### config.mk
export PLATFORM = sky130hd
export DESIGN_NAME = mem_access_ctrl_flat
export DESIGN_NICKNAME = d
export VERILOG_FILES = /design/src/rtl/mem_access_ctrl_if.sv /design/src/rtl/mem_access_ctrl.sv /design/src/flat_wrapper.sv
export SDC_FILE = /design/constraint.sdc
export NUM_CORES = 1
export LEC_CHECK = 0
export CAP_MARGIN = 30
export CORE_MARGIN = 1
export CORE_UTILIZATION = 40
export CTS_CLUSTER_SIZE = 10
export DETAILED_ROUTE_END_ITERATION = 10
export GPL_ROUTABILITY_DRIVEN = 0
export GPL_TIMING_DRIVEN = 0
export PLACE_DENSITY = 0.72
export SETUP_SLACK_MARGIN = 0.1
export SLEW_MARGIN = 10
export SYNTH_ARGS = -nofsm -noshare
export SYNTH_HDL_FRONTEND = slang
export SYNTH_SLANG_ARGS = --single-unit
### constraint.sdc
create_clock -name clk -period 2.4 [get_ports clk]
set_clock_uncertainty 0.15 [all_clocks]
set_input_delay 0.24 -clock clk [delete_from_list [all_inputs] [get_ports clk]]
set_output_delay 0.24 -clock clk [all_outputs]
set_load 0.005 [all_outputs]
### src/rtl/mem_access_ctrl_if.sv
// ---------------------------------------------------------------------------
// mem_access_ctrl_if : request/grant/response bus between the load-store
//                      controller and the data memory
// Revision 1.0 - initial release
// ---------------------------------------------------------------------------
`default_nettype none

interface mem_access_ctrl_if;
    logic        mem_req;
    logic        mem_we;
    logic [31:0] mem_addr;
    logic [31:0] mem_wdata;
    logic [3:0]  mem_be;
    logic        mem_gnt;
    logic        mem_rvalid;
    logic [31:0] mem_rdata;

    modport master (
        output mem_req, mem_we, mem_addr, mem_wdata, mem_be,
        input  mem_gnt, mem_rvalid, mem_rdata
    );

    modport slave (
        input  mem_req, mem_we, mem_addr, mem_wdata, mem_be,
        output mem_gnt, mem_rvalid, mem_rdata
    );
endinterface

`default_nettype wire

### src/rtl/mem_access_ctrl.sv
// ---------------------------------------------------------------------------
// mem_access_ctrl : load/store unit that formats, issues and times out a
//                   single outstanding data-memory access
// Revision 1.0 - initial release
// ---------------------------------------------------------------------------
`default_nettype none

module mem_access_ctrl #(
    parameter int TIMEOUT_CYCLES = 16
) (
    input  logic              clk,
    input  logic              n_rst,
    input  logic              MemRead,
    input  logic              MemWr,
    input  logic [2:0]        funct3,
    input  logic [31:0]       ALU_Out,
    input  logic [31:0]       rd2,
    mem_access_ctrl_if.master mem,
    output logic              stall,
    output logic [31:0]       load_data,
    output logic              load_valid,
    output logic              access_fault,
    output logic              timeout
);

    localparam logic [1:0] c_idle = 2'd0;
    localparam logic [1:0] c_req  = 2'd1;
    localparam logic [1:0] c_wait = 2'd2;
    localparam logic [1:0] c_resp = 2'd3;

    localparam logic [7:0] c_cnt_last = 8'(TIMEOUT_CYCLES - 1);

    logic [1:0]  r_state;
    logic [7:0]  r_cnt;
    logic [31:0] r_addr;
    logic [31:0] r_wdata;
    logic [3:0]  r_be;
    logic        r_we;
    logic [2:0]  r_funct3;
    logic [31:0] r_load_data;
    logic        r_load_ok;
    logic        r_fault;
    logic        r_timeout;

    logic        w_store;
    logic        w_any;
    logic        w_illegal;
    logic        w_misalign;
    logic        w_fault;
    logic        w_start;
    logic [31:0] w_wdata;
    logic [3:0]  w_be;
    logic [7:0]  w_lane_b;
    logic [15:0] w_lane_h;
    logic [31:0] w_ext;
    logic        w_at_limit;

    // MemRead wins when both are requested, so a store is only seen alone
    assign w_store    = MemWr & ~MemRead;
    assign w_any      = MemRead | MemWr;
    assign w_fault    = w_any & (w_illegal | w_misalign);
    assign w_start    = w_any & ~w_fault;
    assign w_at_limit = (r_cnt == c_cnt_last);

    always_comb begin
        w_illegal  = 1'b0;
        w_misalign = 1'b0;
        case (funct3)
            3'b000, 3'b100: w_misalign = 1'b0;
            3'b001, 3'b101: w_misalign = ALU_Out[0];
            3'b010:         w_misalign = |ALU_Out[1:0];
            default:        w_illegal  = 1'b1;
        endcase
        if (w_store && funct3[2]) begin
            w_illegal = 1'b1;
        end
    end

    always_comb begin
        w_wdata = 32'h0;
        w_be    = 4'b1111;
        if (w_store) begin
            case (funct3[1:0])
                2'b00: begin
                    w_wdata = {4{rd2[7:0]}};
                    w_be    = 4'b0001 << ALU_Out[1:0];
                end
                2'b01: begin
                    w_wdata = {2{rd2[15:0]}};
                    w_be    = ALU_Out[1] ? 4'b1100 : 4'b0011;
                end
                default: w_wdata = rd2;
            endcase
        end
    end

    always_comb begin
        case (r_addr[1:0])
            2'd1:    w_lane_b = mem.mem_rdata[15:8];
            2'd2:    w_lane_b = mem.mem_rdata[23:16];
            2'd3:    w_lane_b = mem.mem_rdata[31:24];
            default: w_lane_b = mem.mem_rdata[7:0];
        endcase
        w_lane_h = r_addr[1] ? mem.mem_rdata[31:16] : mem.mem_rdata[15:0];
        case (r_funct3)
            3'b000:  w_ext = {{24{w_lane_b[7]}}, w_lane_b};
            3'b100:  w_ext = {24'h0, w_lane_b};
            3'b001:  w_ext = {{16{w_lane_h[15]}}, w_lane_h};
            3'b101:  w_ext = {16'h0, w_lane_h};
            default: w_ext = mem.mem_rdata;
        endcase
    end

    always_ff @(posedge clk or negedge n_rst) begin
        if (!n_rst) begin
            r_state     <= c_idle;
            r_cnt       <= 8'h0;
            r_addr      <= 32'h0;
            r_wdata     <= 32'h0;
            r_be        <= 4'h0;
            r_we        <= 1'b0;
            r_funct3    <= 3'h0;
            r_load_data <= 32'h0;
            r_load_ok   <= 1'b0;
            r_fault     <= 1'b0;
            r_timeout   <= 1'b0;
        end else begin
            r_load_ok <= 1'b0;
            r_fault   <= 1'b0;
            r_timeout <= 1'b0;
            case (r_state)
                c_idle: begin
                    if (w_fault) begin
                        r_fault <= 1'b1;
                    end else if (w_start) begin
                        r_addr   <= ALU_Out;
                        r_wdata  <= w_wdata;
                        r_be     <= w_be;
                        r_we     <= w_store;
                        r_funct3 <= funct3;
                        r_cnt    <= 8'h0;
                        r_state  <= c_req;
                    end
                end
                c_req: begin
                    r_cnt <= r_cnt + 8'd1;
                    if (w_at_limit) begin
                        r_timeout   <= 1'b1;
                        r_load_data <= 32'h0;
                        r_state     <= c_resp;
                    end else if (mem.mem_gnt) begin
                        r_state <= c_wait;
                    end
                end
                c_wait: begin
                    r_cnt <= r_cnt + 8'd1;
                    // a response on the last allowed cycle still counts as completion
                    if (mem.mem_rvalid) begin
                        if (!r_we) begin
                            r_load_data <= w_ext;
                            r_load_ok   <= 1'b1;
                        end
                        r_state <= c_resp;
                    end else if (w_at_limit) begin
                        r_timeout   <= 1'b1;
                        r_load_data <= 32'h0;
                        r_state     <= c_resp;
                    end
                end
                default: r_state <= c_idle;
            endcase
        end
    end

    assign mem.mem_req   = (r_state == c_req);
    assign mem.mem_we    = r_we & (r_state == c_req);
    assign mem.mem_addr  = {r_addr[31:2], 2'b00};
    assign mem.mem_wdata = r_wdata;
    assign mem.mem_be    = r_be;

    // gated by n_rst so a request held during reset cannot raise stall
    assign stall = n_rst & (((r_state == c_idle) & w_start) |
                            (r_state == c_req) | (r_state == c_wait));

    assign load_data    = r_load_data;
    assign load_valid   = r_load_ok;
    assign access_fault = r_fault;
    assign timeout      = r_timeout;

endmodule

`default_nettype wire

### src/flat_wrapper.sv
// flat-port wrapper written by rule: the top's interface ports become plain ports
module mem_access_ctrl_flat 
#(
    parameter int TIMEOUT_CYCLES = 16
)
  (clk, n_rst, MemRead, MemWr, funct3, ALU_Out, rd2, stall, load_data, load_valid, access_fault, timeout, mem_mem_req, mem_mem_we, mem_mem_addr, mem_mem_wdata, mem_mem_be, mem_mem_gnt, mem_mem_rvalid, mem_mem_rdata);
  mem_access_ctrl_if mem_i ();
  input  logic clk;
  input  logic n_rst;
  input  logic MemRead;
  input  logic MemWr;
  input  logic [2:0] funct3;
  input  logic [31:0] ALU_Out;
  input  logic [31:0] rd2;
  output logic stall;
  output logic [31:0] load_data;
  output logic load_valid;
  output logic access_fault;
  output logic timeout;
  output wire logic [$bits(mem_i.mem_req)-1:0] mem_mem_req;
  output wire logic [$bits(mem_i.mem_we)-1:0] mem_mem_we;
  output wire logic [$bits(mem_i.mem_addr)-1:0] mem_mem_addr;
  output wire logic [$bits(mem_i.mem_wdata)-1:0] mem_mem_wdata;
  output wire logic [$bits(mem_i.mem_be)-1:0] mem_mem_be;
  input wire logic [$bits(mem_i.mem_gnt)-1:0] mem_mem_gnt;
  input wire logic [$bits(mem_i.mem_rvalid)-1:0] mem_mem_rvalid;
  input wire logic [$bits(mem_i.mem_rdata)-1:0] mem_mem_rdata;
  assign mem_mem_req = mem_i.mem_req;
  assign mem_mem_we = mem_i.mem_we;
  assign mem_mem_addr = mem_i.mem_addr;
  assign mem_mem_wdata = mem_i.mem_wdata;
  assign mem_mem_be = mem_i.mem_be;
  assign mem_i.mem_gnt = mem_mem_gnt;
  assign mem_i.mem_rvalid = mem_mem_rvalid;
  assign mem_i.mem_rdata = mem_mem_rdata;
  mem_access_ctrl #(.TIMEOUT_CYCLES(TIMEOUT_CYCLES)) u_core (.clk(clk), .n_rst(n_rst), .MemRead(MemRead), .MemWr(MemWr), .funct3(funct3), .ALU_Out(ALU_Out), .rd2(rd2), .mem(mem_i), .stall(stall), .load_data(load_data), .load_valid(load_valid), .access_fault(access_fault), .timeout(timeout));
endmodule
# After elaboration in Yosys (flattened, before gate mapping)
# Cells that the tools add are included.
[totals] output_inout_bits=106 input_bits=105 ff_bits=117 word_cells=92
[op_classes] bitwise_logic=12 mux=33 add_sub_neg=1 n_reduce_logical=15 eq_ne=19 shifts=1
[op_table] operator="32-bit 2-to-1 mux" n=4
[op_table] operator="32-bit case mux with 2 select lines" n=2
[op_table] operator="32-bit case mux with 4 select lines" n=1
[op_table] operator="8-bit case mux with 3 select lines" n=1
[op_table] operator="16-bit 2-to-1 mux" n=1
[op_table] operator="8-bit 2-to-1 mux" n=2
[op_table] operator="8-bit case mux with 2 select lines" n=1
[op_table] operator="3-bit == test, second input constant" n=4
[op_table] operator="2-bit 2-to-1 mux" n=6
[op_table] operator="1-bit 2-to-1 mux" n=9
[op_table] operator="8-bit by 1-bit adder with 8-bit output, second input constant" n=1
[op_table] operator="8-bit by 4-bit == test with 1-bit output, second input constant" n=1
[op_table] operator="4-bit 2-to-1 mux" n=2
[op_table] operator="4-bit case mux with 2 select lines" n=1
[op_table] operator="1-bit AND" n=6
[op_table] operator="2-bit by 1-bit == test with 1-bit output, second input constant" n=3
[op_table] operator="2-bit == test, second input constant" n=3
[op_table] operator="3-bit by 1-bit == test with 1-bit output, second input constant" n=2
[op_table] operator="3-bit zero test" n=2
[op_table] operator="2-bit case mux with 3 select lines" n=1
[op_table] operator="3-bit AND reduction" n=2
[op_table] operator="2-bit OR reduction" n=3
[op_table] operator="5-bit OR reduction" n=1
[op_table] operator="2-bit zero test" n=2
[op_table] operator="14 further kinds" n=20

# Depth between registers and ports, before layout
# Gate-level depths: netlist (run 1).
[depth] word_depth=12 depth_mapped=7 mapped_depth_nobuf=6

# Worst setup path before layout (run 1)
# No wires, ideal clock.
[synth_timing] kind="register -> register" startpoint="register u_core.r_state[0]" endpoint="register u_core.r_be[0], in the netlist u_core.mem.mem_be[0]" required_ns=2.123 synth_period_minus_slack_ns=1.991 path_buffers=2 path_slack_ns=0.409 arrival_time_ns=1.714 setup_time_ns=0.127 stages_incl_launch_ff=8 cell_sequence="dfrtp_1 inv_1 ha_1 o21ai_0 nor2_2 buf_4 buf_6 mux2_1"
[synth_between] elab_chain_len=2
[synth_rtl] element="from (decl)" line_no="mem_access_ctrl.sv:33" text="logic [1:0] r_state;"
[synth_rtl] element="from (signal assigned)" line_no="mem_access_ctrl.sv:116" text="r_state <= c_idle;"
[synth_rtl] element="from (signal assigned)" line_no="mem_access_ctrl.sv:142" text="r_state <= c_req;"
[synth_rtl] element="from (signal assigned)" line_no="mem_access_ctrl.sv:150" text="r_state <= c_resp;"
[synth_rtl] element="2-bit zero test" line_no="mem_access_ctrl.sv:131" text="case (r_state)"
[synth_rtl] element="3-bit AND reduction (no source line)"
[synth_rtl] element="to (signal assigned)" line_no="mem_access_ctrl.sv:138" text="r_be <= w_be;"
[synth_rtl] element="to (decl)" line_no="mem_access_ctrl.sv:37" text="logic [3:0] r_be;"
# No other way between the ends.
# A chain may end at the register's enable or synchronous reset.

# Worst setup path after layout (run 1)
[layout_timing] startpoint="register u_core.r_state[0]" endpoint="output stall"
[layout_between] elab_chain_len=5 word_cells_on_any_way=7 cone_classes="2 x eq/ne; 4 x bitwise; 1 x reduce/logical"
[layout_rtl] element="2-bit zero test" line_no="mem_access_ctrl.sv:182" text="assign stall = n_rst & (((r_state == c_idle) & w_start) |"
[layout_rtl] element="1-bit AND" line_no="mem_access_ctrl.sv:182"
[layout_rtl] element="1-bit bitwise OR" line_no="mem_access_ctrl.sv:182"
[layout_rtl] element="1-bit bitwise OR *" line_no="mem_access_ctrl.sv:183" text="(r_state == c_req) | (r_state == c_wait));"
[layout_rtl] element="1-bit AND *" line_no="mem_access_ctrl.sv:182"
[layout_rtl] element="to (decl)" line_no="flat_wrapper.sv:15" text="output logic stall;"
# Every way passes the cells marked *; elsewhere a longest branch is shown, timed or not.

==> results of run 1 <==
-- power breakdown --
part | internal [W] | leakage, nW | total, W | switching (W)
clock | 0.00191 | 0.324 | 0.00278 | 0.000864
sequential | 0.00290 | 1.48 | 0.00348 | 0.000577
combinational | 0.00322 | 2.10 | 0.00528 | 0.00205
total | 0.00804 | 3.90 | 0.0115 | 0.00349
-- cell families (layout without fill, tap and decap cells) --
group	after synthesis	in the layout
buffers and inverters	75	323
DFF	117	117
AOI/OAI and AO/OA	146	146
adders and majority gates	5	5
muxes	86	86
and+or+nand+nor	81	81
other	1	2
-- routing by layer --
metal  global-route usage [%]  share of wire, %  up-vias
li1                         -                 -     2334
met1                    28.44                44     2431
met2                    35.29                49      167
met3                    4.854               4.3       26
met4                    9.497               1.9        2
met5                        0             0.061        -
-- per-stage QoR --
stage	hold slack [ns]	TNS, ns	total power (W)	cell area (um^2)
2_1_floorplan	-0.2056	0	0.006122	5982
6_report	0.07835	0	0.01153	9085
3_3_place_gp	0.3159	-416.20	0.008532	8274
3_5_place_dp	0.09699	-0.3369	0.008689	8303
4_1_cts	0.1460	0	0.01159	9055
5_1_grt	0.09723	0	0.01220	9085
-- flip-flops by register name, summed over array words and instances (netlist names) --
name / flops
u_core.r_cnt: 8
u_core.r_funct3: 3
u_core.timeout: 1
u_core.mem.mem_wdata: 32
u_core.r_addr: 32
u_core.mem.mem_be: 4
u_core.r_state: 2
u_core.load_data: 32
u_core.load_valid: 1
u_core.r_we: 1
u_core.access_fault: 1
-- worst reg2reg max path, stage by stage (launching register included) --
cell      delay, ns
dfrtp_1        0.39
inv_2          0.08
ha_4           0.25
clkbuf_1       0.37
and2_1         0.20
clkbuf_2       0.21
clkbuf_2       0.27
a22o_1         0.17
-- worst min-delay path by stage --
stage	start	endpoint	slack, ns	depth (start not counted)
floorplan	n_rst	u_core.access_fault	-0.21	0
global placement	u_core.mem.mem_be[0]	u_core.mem.mem_be[0]	0.32	1
detailed placement	n_rst	u_core.r_addr[4]	0.1	1
CTS	funct3[1]	u_core.mem.mem_wdata[27]	0.15	4
global route	ALU_Out[1]	u_core.r_addr[1]	0.1	3
finish	ALU_Out[1]	u_core.r_addr[1]	0.08	3
-- area by class of cell --
class / instances / area (um^2) / area share [%]
Multi-Input combinational cell: 320 / 2614 / 28.77
Inverter: 6 / 22.52 / 0.2479
Sequential cell: 117 / 2928 / 32.23
Timing Repair Buffer: 216 / 2186 / 24.06
Clock inverter: 10 / 175.2 / 1.928
Buffer: 69 / 455.4 / 5.013
Tap cell: 184 / 230.2 / 2.534
Clock buffer: 22 / 474.2 / 5.220
-- what timing repair did --
item,CTS,global route
hold endpoints to repair,58,0
hold buffers,2,0
setup buffers,6,1
pin swaps,2,2
gates resized for setup,10,8
setup endpoints to repair,19,32
-- cells in the final DEF, fill, tap and decap left out, drive strengths merged, types with 6 or more instances in the layout --
cell type      count
a221oi             8
a22o              42
buf               61
clkbuf            40
clkdlybuf4s50    200
dfrtp            117
inv                6
mux2              51
mux2i             34
nand2             38
nand3              6
nor2               8
nor2b              6
o21ai             43
o2bb2ai           32
==> results_dict.tcl, run 1 <==
set metrics [dict create \
    synth_xor_area_share_pct 0 \
    coreArea_mm2 0.01453 \
    async_reset_ff_share_pct 100.0 \
    drtIter0Drc 355 \
    initial_utilization_pct 41.13 \
    syn2layout_area_growth_pct 51.97 \
    worst_r2r_path_depth 7 \
    synthSimpleGateAreaFrac_pct 7.221 \
    ys_seq_area_share_pct 48.97 \
    cts_sinks 117 \
    rows 44 \
    critPathMaxFanout 8 \
    cp.required_ns 2.01 \
    die_w_um 124.3 \
    outcome "finished clean" \
    drtPass1Iterations 5 \
    power_leakage_nw 3.902 \
    fin_crit_sh_pct 93.57 \
    worst_pin_slew_ns 0.8401 \
    drtAntennaViolNets 0 \
    grt_max_degree 61 \
    numCtsBuffers 17 \
    fin_cells 944 \
    r2r-end "u_core.load_data[30]" \
    fmax_ghz 0.4453 \
    muxShareOfSynthArea_pct 15.89 \
    synthTopCellsByCount "dfrtp_1 (117), a22o_1 (42), o21ai_0 (42)" \
    crit_cells 7 \
    final_util_pct 62.51 \
    ys_ff_latch 117 \
    crit_family "buffers and inverters" \
    io_pins 211 \
    cts-root-buf "clkbuf_16" \
    dieArea_mm2 0.01544 \
    port_buffers 206 \
    crit_slowest_cell "dfrtp_1" \
    drive_above_1_share_pct 20.79 \
    rrSetupSlack_ns 0.24 \
    worstSkewPairLatency_ns 0.41 \
    nFillCells 1156 \
    drc 0 \
    antenna_cells 0 \
    synth_warnings 0 \
    cap_violations 0 \
    viasPerCell 5.254 \
    antenna_found_initial 1 \
    grt_pass1_vias 4969 \
    fin_ws_ns 0.1544 \
    clkTransAtPathRegs_ns 0.05 \
    yosysMostFrequentCell "dfrtp_1" \
    path_buf_inv 3 \
    syn-mean-instance-area_um2 11.70 \
    drt-total-wl_um 16460 \
    crit_path_end_kind "output pin" \
    setup_violations 0 \
    synth_largest_area_cell "dfrtp_1" \
    worstPathCellList "inv_2 -> ha_4 -> o21ai_4 -> nor2_2 -> buf_6 -> o31a_1 -> dlygate4sd2_1" \
    start_kind "flip-flop" \
    h-tree-depth 4 \
    dp_hpwl_um 12410 \
    min_period_ns 2.246 \
    ys.flop_type "dfrtp_1" \
    maxSlewViolCount 0 \
    vias 4960 \
    power_density_mw_per_mm2 1270 \
    synth_top_family_by_area "compound AO/OA/AOI/OAI gates" \
    critPathKind "reg2out" \
    wl_per_cell_um 17.44 \
    rr_startpoint "u_core.r_state[0]" \
    synthAdderAreaFrac_pct 1.046 \
    dp.cells 903 \
    synth_area_leaders "dfrtp_1 (49%), mux2_2 (7.7%), a22o_1 (6.2%)" \
    endpoint "stall" \
    cts_tree "done" \
    rsz0062_at_grt "yes" \
    arrival_ns 1.86 \
    grt_overflow 0 \
    min-delay-path-class "in2reg" \
    ir_drop_mv 0.5407 \
    hold_viol 0 \
    track_usage_pct 21.96 \
    die_y_um 124.3 \
    place_ws_ns -0.3369 \
    cp-startpoint "u_core.r_state[0]" \
    synth_area_mm2 0.005978 \
    grt_first_pass_wirelength_um 26650 \
    synth_cells 511 \
    maxSlewHeadroom_pct 43.99 \
    finalNetCount 857 \
    synth-edff-count 0 \
    max_stage_delay_ns 0.39 \
    synth_compound_area_share_pct 18.94 \
    clk_path_buf_depth 2 \
    yosysTopAreaCellShare_pct 48.97 \
    synth_cell_types 54 \
]
(Power assumes the default switching activity.)
==> run 2, diff against run 1 <==
--- a/config.mk
+++ b/config.mk
@@ -5,8 +5,8 @@
 export SDC_FILE = /design/constraint.sdc
 export NUM_CORES = 1
 export LEC_CHECK = 0
-export CAP_MARGIN = 30
-export CORE_MARGIN = 1
+export CAP_MARGIN = 20
+export CORE_MARGIN = 3
 export CORE_UTILIZATION = 40
 export CTS_CLUSTER_SIZE = 10
 export DETAILED_ROUTE_END_ITERATION = 10
==> run 2 against run 1 <==
Power is 0.55% higher; via count is 0.48% higher; sequential share of layout area hardly changed; maximum frequency is 1.5% higher; first-iteration DRC count is 41% lower; final cell count is 0.21% higher; critical path type unchanged; largest cell class unchanged.
==> results_dict.tcl, run 2 (synthesis results as in run 1) <==
set metrics [dict create \
    dieArea_mm2 0.01645 \
    holdPathEnd "u_core.r_addr[0]" \
    clk_path_buf_depth 2 \
    fin_ws_ns 0.1869 \
    critPathMaxFanout 6 \
    syn2layout_area_growth_pct 52.20 \
    numCtsBuffers 17 \
    power_leakage_nw 3.888 \
    rr_startpoint "u_core.r_cnt[0]" \
    min-delay-path-class "in2reg" \
    place_ws_ns -0.3469 \
    worstSkewPairLatency_ns 0.41 \
    fin_crit_sh_pct 92.21 \
    cts-root-buf "clkbuf_16" \
    critPathKind "reg2out" \
    cts_tree "done" \
    outcome "finished clean" \
    power_density_mw_per_mm2 1275 \
    start_kind "flip-flop" \
    vias 4984 \
    ir_drop_mv 0.5616 \
    h-tree-depth 4 \
    viasPerCell 5.268 \
    antenna_found_initial 2 \
    drc 0 \
    initial_utilization_pct 40.98 \
    track_usage_pct 20.92 \
    clkTransAtPathRegs_ns 0.05 \
    wl_per_cell_um 18.28 \
    dp_hpwl_um 12970 \
    coreArea_mm2 0.01459 \
    fmax_ghz 0.4519 \
    grt_first_pass_wirelength_um 27140 \
    maxSlewViolCount 0 \
    drt-total-wl_um 17290 \
    rsz0062_at_grt "no" \
    grt_pass1_vias 5169 \
    most-common-layout-cells "clkdlybuf4s50_1 (200), dfrtp_1 (117), buf_4 (43)" \
    final_common_cell "clkdlybuf4s50_1" \
    final_util_pct 62.37 \
    die_y_um 128.3 \
    rows 44 \
    worst_r2r_path_depth 7 \
    drtAntennaViolNets 0 \
    finalNetCount 859 \
    drive_above_1_share_pct 21.16 \
    worst_pin_slew_ns 0.7872 \
    r2r-end "u_core.load_data[16]" \
    maxSlewHeadroom_pct 47.52 \
    grt_max_degree 67 \
    drtIter0Drc 210 \
    cap_violations 0 \
    min_period_ns 2.213 \
    dp.cells 903 \
    drtPass1Iterations 4 \
    nFillCells 1178 \
    worstHoldPathCells 3 \
    rrSetupSlack_ns 0.24 \
    die_w_um 128.3 \
    crit_path_end_kind "output pin" \
    setup_violations 0 \
    io_pins 211 \
    port_buffers 206 \
    worstHoldStart "ALU_Out[0]" \
    grt_overflow 0 \
    arrival_ns 1.82 \
    fin_cells 946 \
    hold_viol 0 \
    cp.required_ns 2.01 \
    cts_sinks 117 \
]
[run 2: cell count changes in the layout (fill, tap and decap cells not counted), sizes merged]
cell and delta:
diode +1, buf +2, clkinvlp +5, clkbuf -4
clkinv -2
[run 2: layout make-up]
cell class              count  area, um^2  area share, %
repair buffers            218        2201          24.19
well taps                 184       230.2          2.530
multi-input cells         320        2614          28.73
clock inverters            13       206.4          2.269
diodes                      1       2.502        0.02750
plain buffers              69       455.4          5.006
clock buffers              18       439.2          4.827
inverters                   6       22.52         0.2475
flip-flops and latches    117        2928          32.18
[run 2: routing by layer]
layer / wire [um] / share of wire [%] / up-vias / GRT usage [%]
li1: - / - / 2349 / -
met2: 8558 / 49 / 167 / 33.13
met5: 13 / 0.075 / - / 0
met1: 7274 / 42 / 2426 / 27.17
met3: 939 / 5.4 / 40 / 5.292
met4: 507 / 2.9 / 2 / 9.051
[run 2: per-stage QoR]
stage	hold slack [ns]	total power [W]	area [um^2]	TNS, ns
6_report	0.08257	0.01160	9099	0
2_1_floorplan	-0.2056	0.006122	5982	0
3_3_place_gp	0.3174	0.008553	8274	-425.48
5_1_grt	0.1199	0.01231	9099	0
4_1_cts	0.1369	0.01162	9044	0
3_5_place_dp	0.07727	0.008729	8303	-0.3469
[run 2: power by group]
part | leakage (nW) | total [W] | internal (W) | switching, W
logic | 2.11 | 0.00535 | 0.00325 | 0.00211
registers | 1.48 | 0.00349 | 0.00290 | 0.000588
clock network | 0.300 | 0.00275 | 0.00186 | 0.000894
total | 3.89 | 0.0116 | 0.00801 | 0.00359
[run 2: how the worst max path moves through the flow]
stage	start	end	slack (ns)	depth (start not counted)
2_1_floorplan	u_core.r_state[0]	u_core.mem.mem_be[0]	0.41	7
3_3_place_gp	n_rst	stall	-3.64	3
3_5_place_dp	ALU_Out[1]	stall	-0.35	7
4_1_cts	u_core.r_state[0]	stall	0.11	7
5_1_grt	u_core.r_state[1]	stall	0.11	7
6_report	u_core.r_state[1]	mem_mem_we	0.19	4
[run 2: worst max-delay path, stage by stage (launching register included)]
cell and delay (ns):
dfrtp_1 0.40, inv_2 0.11, ha_2 0.25, and2_1 0.14, clkdlybuf4s50_1 0.53
[run 2: repair_timing]
action,in CTS,in global routing
endpoints found under the setup margin,21,32
pin swaps,2,3
gates resized for setup,10,8
endpoints found under the hold margin,52,0
hold buffers,2,0
buffers inserted,5,4
==> run 3, diff against run 2 <==
--- a/config.mk
+++ b/config.mk
@@ -10,7 +10,7 @@
 export CORE_UTILIZATION = 40
 export CTS_CLUSTER_SIZE = 10
 export DETAILED_ROUTE_END_ITERATION = 10
-export GPL_ROUTABILITY_DRIVEN = 0
+export GPL_ROUTABILITY_DRIVEN = 1
 export GPL_TIMING_DRIVEN = 0
 export PLACE_DENSITY = 0.72
 export SETUP_SLACK_MARGIN = 0.1
==> results of run 3 <==
No change in the layout: final DEF, timing and power equal those of run 2.
